**src/rtl/nor_seq_pkg.sv**
```systemverilog
// Shared opcode, state and step-count definitions for the NOR-sequenced scheduler.
package nor_seq_pkg;

    localparam logic [1:0] OP_NOT = 2'b00;
    localparam logic [1:0] OP_OR  = 2'b01;
    localparam logic [1:0] OP_AND = 2'b10;
    localparam logic [1:0] OP_NOR = 2'b11;

    typedef enum logic [2:0] {
        IDLE = 3'd0,
        S1   = 3'd1,
        S2   = 3'd2,
        S3   = 3'd3,
        DONE = 3'd4
    } state_e;

    // Number of passes through the shared NOR unit an opcode needs.
    function automatic logic [1:0] op_steps(input logic [1:0] op);
        case (op)
            OP_OR:   return 2'd2;
            OP_AND:  return 2'd3;
            default: return 2'd1;
        endcase
    endfunction

endpackage

```
**src/rtl/nor_unit.sv**
```systemverilog
// The single shared WIDTH-bit NOR gate bank; purely combinational.
module nor_unit #(
    parameter int WIDTH = 4
) (
    input  logic [WIDTH-1:0] x0_i,
    input  logic [WIDTH-1:0] x1_i,
    output logic [WIDTH-1:0] y_o
);

    assign y_o = ~(x0_i | x1_i);

endmodule

```
**src/rtl/nor_op_arbiter.sv**
```systemverilog
// Round-robin scheduler running NOT/OR/AND/NOR requests as NOR step sequences on one nor_unit.
// Optional NOR_OP_COUNT_EN adds an 8-bit wrapping count of result handshakes (done_count).
module nor_op_arbiter
    import nor_seq_pkg::*;
#(
    parameter int WIDTH = 4
) (
    input  logic             clk,
    input  logic             reset_n,
    input  logic             req0_valid,
    output logic             req0_ready,
    input  logic [1:0]       req0_op,
    input  logic [WIDTH-1:0] req0_a,
    input  logic [WIDTH-1:0] req0_b,
    input  logic             req1_valid,
    output logic             req1_ready,
    input  logic [1:0]       req1_op,
    input  logic [WIDTH-1:0] req1_a,
    input  logic [WIDTH-1:0] req1_b,
    output logic             res_valid,
    input  logic             res_ready,
    output logic [WIDTH-1:0] res_data,
    output logic             res_src,
    output logic             busy
`ifdef NOR_OP_COUNT_EN
    ,
    output logic [7:0]       done_count
`endif
);

    state_e           state_q, state_d;
    logic [1:0]       op_q;
    logic [WIDTH-1:0] a_q, b_q, t1_q, t2_q, res_data_q;
    logic             src_q, res_src_q, res_valid_q, ptr_q;
    logic             gnt0, gnt1, last_step;
    logic [1:0]       cur_step;
    logic [WIDTH-1:0] x0, x1, y;

    // Pointer only breaks ties; a lone requester always wins.
    assign gnt0 = req0_valid && (!req1_valid || !ptr_q);
    assign gnt1 = req1_valid && (!req0_valid ||  ptr_q);

    assign req0_ready = reset_n && (state_q == IDLE) && gnt0;
    assign req1_ready = reset_n && (state_q == IDLE) && gnt1;

    always_comb begin
        cur_step = 2'd0;
        case (state_q)
            S1:      cur_step = 2'd1;
            S2:      cur_step = 2'd2;
            S3:      cur_step = 2'd3;
            default: cur_step = 2'd0;
        endcase
    end

    assign last_step = (cur_step == op_steps(op_q));

    always_comb begin
        x0 = '0;
        x1 = '0;
        case (state_q)
            S1: begin
                x0 = a_q;
                x1 = (op_q == OP_OR || op_q == OP_NOR) ? b_q : '0;
            end
            S2:      x0 = (op_q == OP_AND) ? b_q : t1_q;
            S3: begin
                x0 = t1_q;
                x1 = t2_q;
            end
            default: ;
        endcase
    end

    nor_unit #(.WIDTH(WIDTH)) u_nor (
        .x0_i (x0),
        .x1_i (x1),
        .y_o  (y)
    );

    always_comb begin
        state_d = state_q;
        case (state_q)
            IDLE:    if (req0_valid || req1_valid) state_d = S1;
            S1:      state_d = last_step ? DONE : S2;
            S2:      state_d = last_step ? DONE : S3;
            S3:      state_d = DONE;
            DONE:    if (res_ready) state_d = IDLE;
            default: state_d = IDLE;
        endcase
    end

    always_ff @(posedge clk or negedge reset_n) begin
        if (!reset_n) begin
            state_q     <= IDLE;
            op_q        <= OP_NOT;
            a_q         <= '0;
            b_q         <= '0;
            t1_q        <= '0;
            t2_q        <= '0;
            src_q       <= 1'b0;
            res_data_q  <= '0;
            res_src_q   <= 1'b0;
            res_valid_q <= 1'b0;
            ptr_q       <= 1'b0;
        end else begin
            state_q <= state_d;
            case (state_q)
                IDLE: if (req0_valid || req1_valid) begin
                    src_q <= gnt1;
                    op_q  <= gnt1 ? req1_op : req0_op;
                    a_q   <= gnt1 ? req1_a  : req0_a;
                    b_q   <= gnt1 ? req1_b  : req0_b;
                end
                S1, S2, S3: begin
                    if (last_step) begin
                        res_data_q  <= y;
                        res_src_q   <= src_q;
                        res_valid_q <= 1'b1;
                    end else if (state_q == S1) begin
                        t1_q <= y;
                    end else begin
                        t2_q <= y;
                    end
                end
                DONE: if (res_ready) begin
                    res_valid_q <= 1'b0;
                    ptr_q       <= ~res_src_q;
                end
                default: ;
            endcase
        end
    end

`ifdef NOR_OP_COUNT_EN
    logic [7:0] done_count_q;

    always_ff @(posedge clk or negedge reset_n) begin
        if (!reset_n)
            done_count_q <= 8'd0;
        else if (state_q == DONE && res_ready)
            done_count_q <= done_count_q + 8'd1;
    end

    assign done_count = done_count_q;
`endif

    assign res_valid = res_valid_q;
    assign res_data  = res_data_q;
    assign res_src   = res_src_q;
    assign busy      = (state_q != IDLE);

endmodule

```
**config.mk**
```make
export PLATFORM = sky130hd
export DESIGN_NAME = nor_op_arbiter
export DESIGN_NICKNAME = d
export VERILOG_FILES = /design/src/rtl/nor_seq_pkg.sv /design/src/rtl/nor_unit.sv /design/src/rtl/nor_op_arbiter.sv
export SDC_FILE = /design/constraint.sdc
export NUM_CORES = 1
export LEC_CHECK = 0
export CAP_MARGIN = 25
export CORE_ASPECT_RATIO = 0.5
export CORE_MARGIN = 2
export CORE_UTILIZATION = 35
export DETAILED_ROUTE_END_ITERATION = 8
export PLACE_DENSITY_LB_ADDON = 0.05
export SLEW_MARGIN = 20
export SYNTH_ARGS = -nofsm -noshare
export SYNTH_HDL_FRONTEND = slang
export SYNTH_SLANG_ARGS = --single-unit
```
**constraint.sdc**
```tcl
create_clock -name clk -period 3.8 [get_ports clk]
set_clock_uncertainty 0.15 [all_clocks]
set_input_delay 0.76 -clock clk [delete_from_list [all_inputs] [get_ports clk]]
set_output_delay 0.76 -clock clk [all_outputs]
set_load 0.05 [all_outputs]
```
-- After elaboration in Yosys (flattened, before gate mapping)
Index checks and enable logic that the tools add are counted.
- bits in registers: 29
- input bits: 25
- output and inout port bits: 9
- word-level logic and storage cells: 67
- equal/unequal tests: 11
- mux-type cells: 17
- bitwise operators: 5
- reductions and logical operators: 23
- operator list (kind ; number):
    4-bit 2-to-1 mux ; 4
    3-bit one-hot mux with 5 select lines ; 1
    3-bit 2-to-1 mux ; 4
    4-bit one-hot mux with 3 select lines ; 1
    3-bit AND reduction ; 3
    4-bit one-hot mux with 2 select lines ; 1
    2-bit AND reduction ; 4
    3-bit by 2-bit equality test with 1-bit output (second input constant) ; 2
    2-bit one-hot mux with 3 select lines ; 1
    1-bit logical AND ; 5
    2-bit equality test (second input constant) ; 2
    1-bit logical OR ; 4
    2-bit != test (second input constant) ; 2
    4-bit NOT ; 1
    4-bit OR ; 1
    2-bit one-hot mux with 2 select lines ; 1
    3-bit by 1-bit equality test with 1-bit output (second input constant) ; 1
    3-bit equality test (second input constant) ; 1
    1-bit zero test ; 3
    3-bit zero test ; 1
    1-bit NOT ; 3
    3-bit nonzero test ; 1
    3-bit OR reduction ; 1
    2-bit by 1-bit equality test with 1-bit output (second input constant) ; 1
    6 further kinds ; 7

-- Longest topological paths before layout
Gate-level depths: netlist of run 1.
- depth in word-level cells: 6
- mapped depth: 6
- mapped depth without buffers: 6

-- By module
A second synthesis of run 1 with hierarchy kept.
- cell total of the unflattened synthesis: 157
- area total of the unflattened synthesis: 1621.6 um^2
- by module, submodules not included (module ; times used ; cells an instance ; area an instance (um^2) ; seq. area each (um^2)):
    nor_op_arbiter ; 1 ; 153 ; 1606.5 ; 725.7
    nor_unit ; 1 ; 4 ; 15.0 ; 0.0

-- Worst setup path after synthesis of run 1
No wires, ideal clock.
- path kind: input-to-output
- start point: in req0_valid
- end point: out req0_ready
- arrival: 2042 ps
- data required time: 2890 ps
- slack: 848 ps
- cell stages on the path: 5
- buffers on the path: 1
- path through: inv_1 -> o21ai_1 -> buf_4 -> nand2_1 -> nor2_1
- cells in the longest elaborated chain, start to end: 2
- ends and longest elaborated chain (item ; RTL line ; RTL):
    start: declaration ; nor_op_arbiter.sv:10 ; input logic req0_valid,
    1-bit logical AND ; nor_op_arbiter.sv:40 ; assign gnt0 = req0_valid && (!req1_valid || !ptr_q);
    1-bit logical AND ; nor_op_arbiter.sv:43 ; assign req0_ready = reset_n && (state_q == IDLE) && gnt0;
    end: declaration ; nor_op_arbiter.sv:11 ; output logic req0_ready,
Every way passes these cells.

-- Worst setup path after layout of run 1
Ends and elaborated chain as after synthesis.

==> results.toml, run 1 <==
[logic_synthesis]
synth_cells = 138
synth_compound_area_frac = 0.122
syn_nets = 167
synth_cell_types = 29
synth.yosys.warnings = 0
synth_top_family_by_area = "multiplexers"
syn-cell-area_um2 = 1500
synth_adder_area_share = 0.0334
synth_mux_area_frac = 0.199
synthSimpleGateAreaFrac = 0.123
ys_seq_area_frac = 0.484
synth_area_per_cell_um2 = 10.9
synth_xor_area_frac = 0.00584
ys_ff_latch = 29

[placed_design]
port_buffers = 33
pre_cts_slack_ns = 0.694
hpwlAfterDp_um = 2490
postPlaceCellArea_um2 = 1910
routabilityCongestion = 0.794

[critical_path]
crit_arrival_ns = 2.20
cp-start-kind = "primary input"
r2r-end = "t1_q[0]"
required_ns = 2.89
critPathMaxFanout = 5
crit_start = "req0_valid"
r2r_cells = 6
end_kind = "output pin"
reg2reg_slack_ns = 1.73
r2r_start = "op_q[0]"
crit_type = "primary input to output pin"

[detailed_routing]
ant_nets = 0
wire_per_inst_um = 14.4
drtIter0Drc = 39
dr.pass1.iters = 4
vias = 1100
drt-total-wl_um = 3310
drc_errors = 0
drt-vias-per-instance = 4.78

[sta]
rsz0062_at_grt = "no"
hold-worst-slack_ns = 0.329
final_max_slew_viol_count = 0
post-route-period-util = 0.820
slew_headroom = 0.588
finalSetupViolations = 0
fmax_mhz = 321
tightest_slew_ns = 0.614
layout_setup_ws_ns = 0.685
final-hold-violation-count = 0
period_needed_ns = 3.11
tns_ns = 0

[power]
power.density_nw_per_um2 = 781
peakVddDrop_v = 0.000265
finalPower_mw = 1.56
p_leak_nw = 0.834

[final_layout]
num_antenna_cells = 0
area_growth_pct = 33.3
drive_gt1_frac = 0.159
ff_latch_area_um2 = 726
layout_commonest_cell = "clkdlybuf4s50_1"
multi_input_comb_area_um2 = 723
layout.nets = 205
fillerInstances = 394
mostFrequentLayoutCells = "31 x clkdlybuf4s50_1, 29 x dfrtp_1, 15 x nand2_1"
fin_area_um2 = 2000

[global_routing]
grt_max_degree = 30
grt_pass1_vias = 1024
grt_pass1_wl_um = 5420
grt-ovfl-total = 0
grt_usage = 0.156
antenna_found_initial = 0

[hold_path]
min-delay-start = "src_q"
hold_class = "flop to flop"
hold_end = "src_q"
hold_depth = 2

[die]
core-area_um2 = 4000
die_x_um = 96.6
die_h_um = 50.3
rows = 16
initial_core_util = 0.374
fp.dieArea_um2 = 4850
ios = 34

[status]
status = "completed"

[cts]
ctsRootBufferMaster = "clkbuf_8"
cts_sinks = 29
clock_path_buffers = 2
cts_max_level = 2
path_clk_slew_ns = 0.06
cts_tree = "yes"
cts_resized = 0
clk_latency_ns = 0.27
cts_setup_buffers = 0
numCtsBuffers = 5
holdBufCountCts = 0

[run]
max-cap-violations = 0
-- worst max-delay path: stages --
cell and delay [ns]:
clkdlybuf4s50_1 0.51, inv_1 0.05, o21ai_1 0.37, nand2_1 0.10
nor2_1 0.24, buf_12 0.18
-- power by group --
group	internal [mW]	switching, mW
clock network	0.143	0.109
registers	0.441	0.125
logic	0.335	0.407
-- flip-flops by register name, summed over array words and instances, names as in the netlist --
register	cells
ptr_q	1
op_q	2
a_q	4
state_q	3
res_valid	1
b_q	4
t2_q	4
src_q	1
res_data	4
t1_q	4
res_src	1
-- worst max path at each step --
stage	depth (start not counted)	to	slack [ns]
final	6	req0_ready	0.69
after global routing	6	req0_ready	0.54
after CTS	6	req0_ready	0.67
after detailed placement	6	req0_ready	0.69
after global placement	6	req0_ready	0.67
after floorplan	5	req0_ready	0.85
-- synth_stat cells (all sizes together) --
cell type / n / area share
o22a: 1 / 0.0058
nand3b: 1 / 0.0050
o32ai: 3 / 0.018
a21o: 1 / 0.0050
a221o: 1 / 0.0067
nor2b: 2 / 0.0083
mux2i: 14 / 0.093
a211oi: 1 / 0.0050
a21oi: 3 / 0.010
a221oi: 1 / 0.010
mux2: 14 / 0.11
nor2: 9 / 0.028
nor3b: 4 / 0.020
clkbuf: 2 / 0.0050
nand2: 15 / 0.038
inv: 6 / 0.015
buf: 3 / 0.013
nand2b: 2 / 0.0083
dfrtp: 29 / 0.48
xnor2: 1 / 0.0058
or3b: 1 / 0.0058
ha: 4 / 0.033
o21bai: 1 / 0.0050
nor3: 2 / 0.010
o21ai: 17 / 0.057
-- logic make-up (layout without fill, tap and decap cells) --
group | count (synthesis) | count (layout)
and+or+nand+nor | 36 | 36
AOI/OAI and AO/OA | 29 | 29
DFF | 29 | 29
muxes | 28 | 28
buffers and inverters | 11 | 49
adders and majority gates | 4 | 4
xor gates and xnor gates | 1 | 1
-- area by class of cell --
| type | count | share of cell area |
|---|---|---|
| clock buffer | 7 | 0.0432 |
| sequential | 29 | 0.363 |
| tap | 54 | 0.0338 |
| multi-input combinational | 98 | 0.362 |
| timing repair buffer | 36 | 0.187 |
| inverter | 6 | 0.0113 |
-- stage by stage --
step / utilization / instances
3_3_place_gp: 0.478 / 223
5_1_grt: 0.499 / 230
3_5_place_dp: 0.478 / 223
4_1_cts: 0.499 / 230
2_1_floorplan: - / 138
6_report: 0.499 / 230
-- metal layers --
metal  share of wire  vias up  global-route usage
met5               0        -                   0
met4          0.0082        0              0.0493
met3           0.065        2              0.0631
met2            0.37       33               0.189
met1            0.56      501               0.244
li1                -      564                   -
Power figures use the tool's default switching activity.
==> run 2, diff against run 1 <==
==> constraint.sdc (replaced) <==
create_clock -name clk -period 3 [get_ports clk]
set_clock_uncertainty 0.15 [all_clocks]
set_input_delay 0.6 -clock clk [delete_from_list [all_inputs] [get_ports clk]]
set_output_delay 0.6 -clock clk [all_outputs]
set_load 0.05 [all_outputs]
==> run 2 against run 1 <==
Via count grew 2.2%. Critical path depth shrank 3. Combinational power grew 31%. Total power grew 26%. Sequential cell count is the same. Critical endpoint is now busy. Highest routed layer unchanged. Non-clock buffer count grew 1. Register-to-register slack lost 0.77 ns. Wire length grew 1.6%.
==> results.toml, run 2 (synthesis gave the netlist of run 1 again) <==
[sta]
period_needed_ns = 2.77
slew_headroom = 0.623
finalSetupViolations = 0
fmax_mhz = 361
post-route-period-util = 0.923
tns_ns = 0
final_max_slew_viol_count = 0
final-hold-violation-count = 0
tightest_slew_ns = 0.562
rsz0062_at_grt = "no"

[critical_path]
required_ns = 2.25
cp-start-kind = "flop"
critPathMaxFanout = 10
end_kind = "output pin"
crit_type = "flop to output pin"
crit_arrival_ns = 2.02

[die]
die_x_um = 96.6
ios = 34
core-area_um2 = 4000
die_h_um = 50.3
initial_core_util = 0.374
fp.dieArea_um2 = 4850
rows = 16

[cts]
holdBufCountCts = 0
path_clk_slew_ns = 0.06
cts_sinks = 29
ctsRootBufferMaster = "clkbuf_8"
cts_setup_buffers = 0
cts_resized = 0
numCtsBuffers = 5
cts_max_level = 2
cts_tree = "yes"
clk_latency_ns = 0.28
clock_path_buffers = 2

[global_routing]
antenna_found_initial = 0
grt_usage = 0.161
grt-ovfl-total = 0
grt_max_degree = 30
grt_pass1_vias = 1066
grt_pass1_wl_um = 5620

[final_layout]
num_antenna_cells = 0
layout.nets = 206
drive_gt1_frac = 0.157
layout_commonest_cell = "clkdlybuf4s50_1"
area_growth_pct = 33.4
fin_cells = 232
mostFrequentLayoutCells = "31 x clkdlybuf4s50_1, 29 x dfrtp_1, 15 x nand2_1"

[detailed_routing]
wire_per_inst_um = 14.5
drtIter0Drc = 29
ant_nets = 0
drt-vias-per-instance = 4.84
drt-total-wl_um = 3360
drc_errors = 0
vias = 1124
dr.pass1.iters = 4

[power]
peakVddDrop_v = 0.000437
finalPower_mw = 1.97
power.density_nw_per_um2 = 986
p_leak_nw = 0.835

[placed_design]
hpwlAfterDp_um = 2520
routabilityCongestion = 0.768
port_buffers = 33
dp_cells = 224

[run]
max-cap-violations = 0

[status]
status = "completed"

[hold_path]
hold_class = "flop to flop"
==> run 2: changes by cell type in the layout (fill, tap and decap cells not counted) <==
cell,delta
buf_4,+1
clkbuf_1,+2
clkbuf_8,-1
==> run 2: per-stage QoR <==
step           hold slack (ns)  setup slack [ns]  area, um^2   util
3_3_place_gp             0.309             0.413        1920  0.479
4_1_cts                  0.328             0.232        2000  0.499
3_5_place_dp             0.316             0.400        1920  0.479
6_report                 0.325             0.230        2000  0.499
2_1_floorplan            0.154             0.368        1500      -
5_1_grt                  0.363             0.126        2000  0.499
==> run 2: power by group <==
part	switching [mW]	total, mW	internal [mW]
Combinational	0.540	0.971	0.431
Clock	0.138	0.302	0.164
Sequential	0.139	0.698	0.560
Total	0.817	1.97	1.15
==> run 2: metal layers <==
metal  up-vias  share of wire  global-route usage
li1        566              -                   -
met1       516           0.57               0.263
met2        38           0.36               0.185
met3         4          0.055              0.0495
met4         0          0.010              0.0634
met5         -              0                   0
==> run 2: final timing paths <==
check / startpoint / endpoint / slack [ns] / cells past startpoint
min in group asynchronous: reset_n / t1_q[1] / 0.71 / 2
min reg2reg: res_valid / res_valid / 0.32 / 1
max reg2reg: op_q[0] / res_src / 0.96 / 6
max in group asynchronous: reset_n / state_q[2] / 1.72 / 2
max: state_q[0] / busy / 0.23 / 3
min: res_valid / res_valid / 0.32 / 1
==> run 2: final cells by class <==
| class | count | area, um^2 |
|---|---|---|
| fill | 369 | 2000 |
| sequential | 29 | 726 |
| multi-input combinational | 98 | 723 |
| timing repair buffer | 37 | 380 |
| clock buffer | 8 | 80.1 |
| tap | 54 | 67.6 |
| inverter | 6 | 22.5 |
==> run 2: worst max-delay path, stage by stage (launching register included) <==
cell,delay (ns)
dfrtp_1,0.49
nor3_1,0.40
inv_1,0.12
clkdlybuf4s50_1,0.72
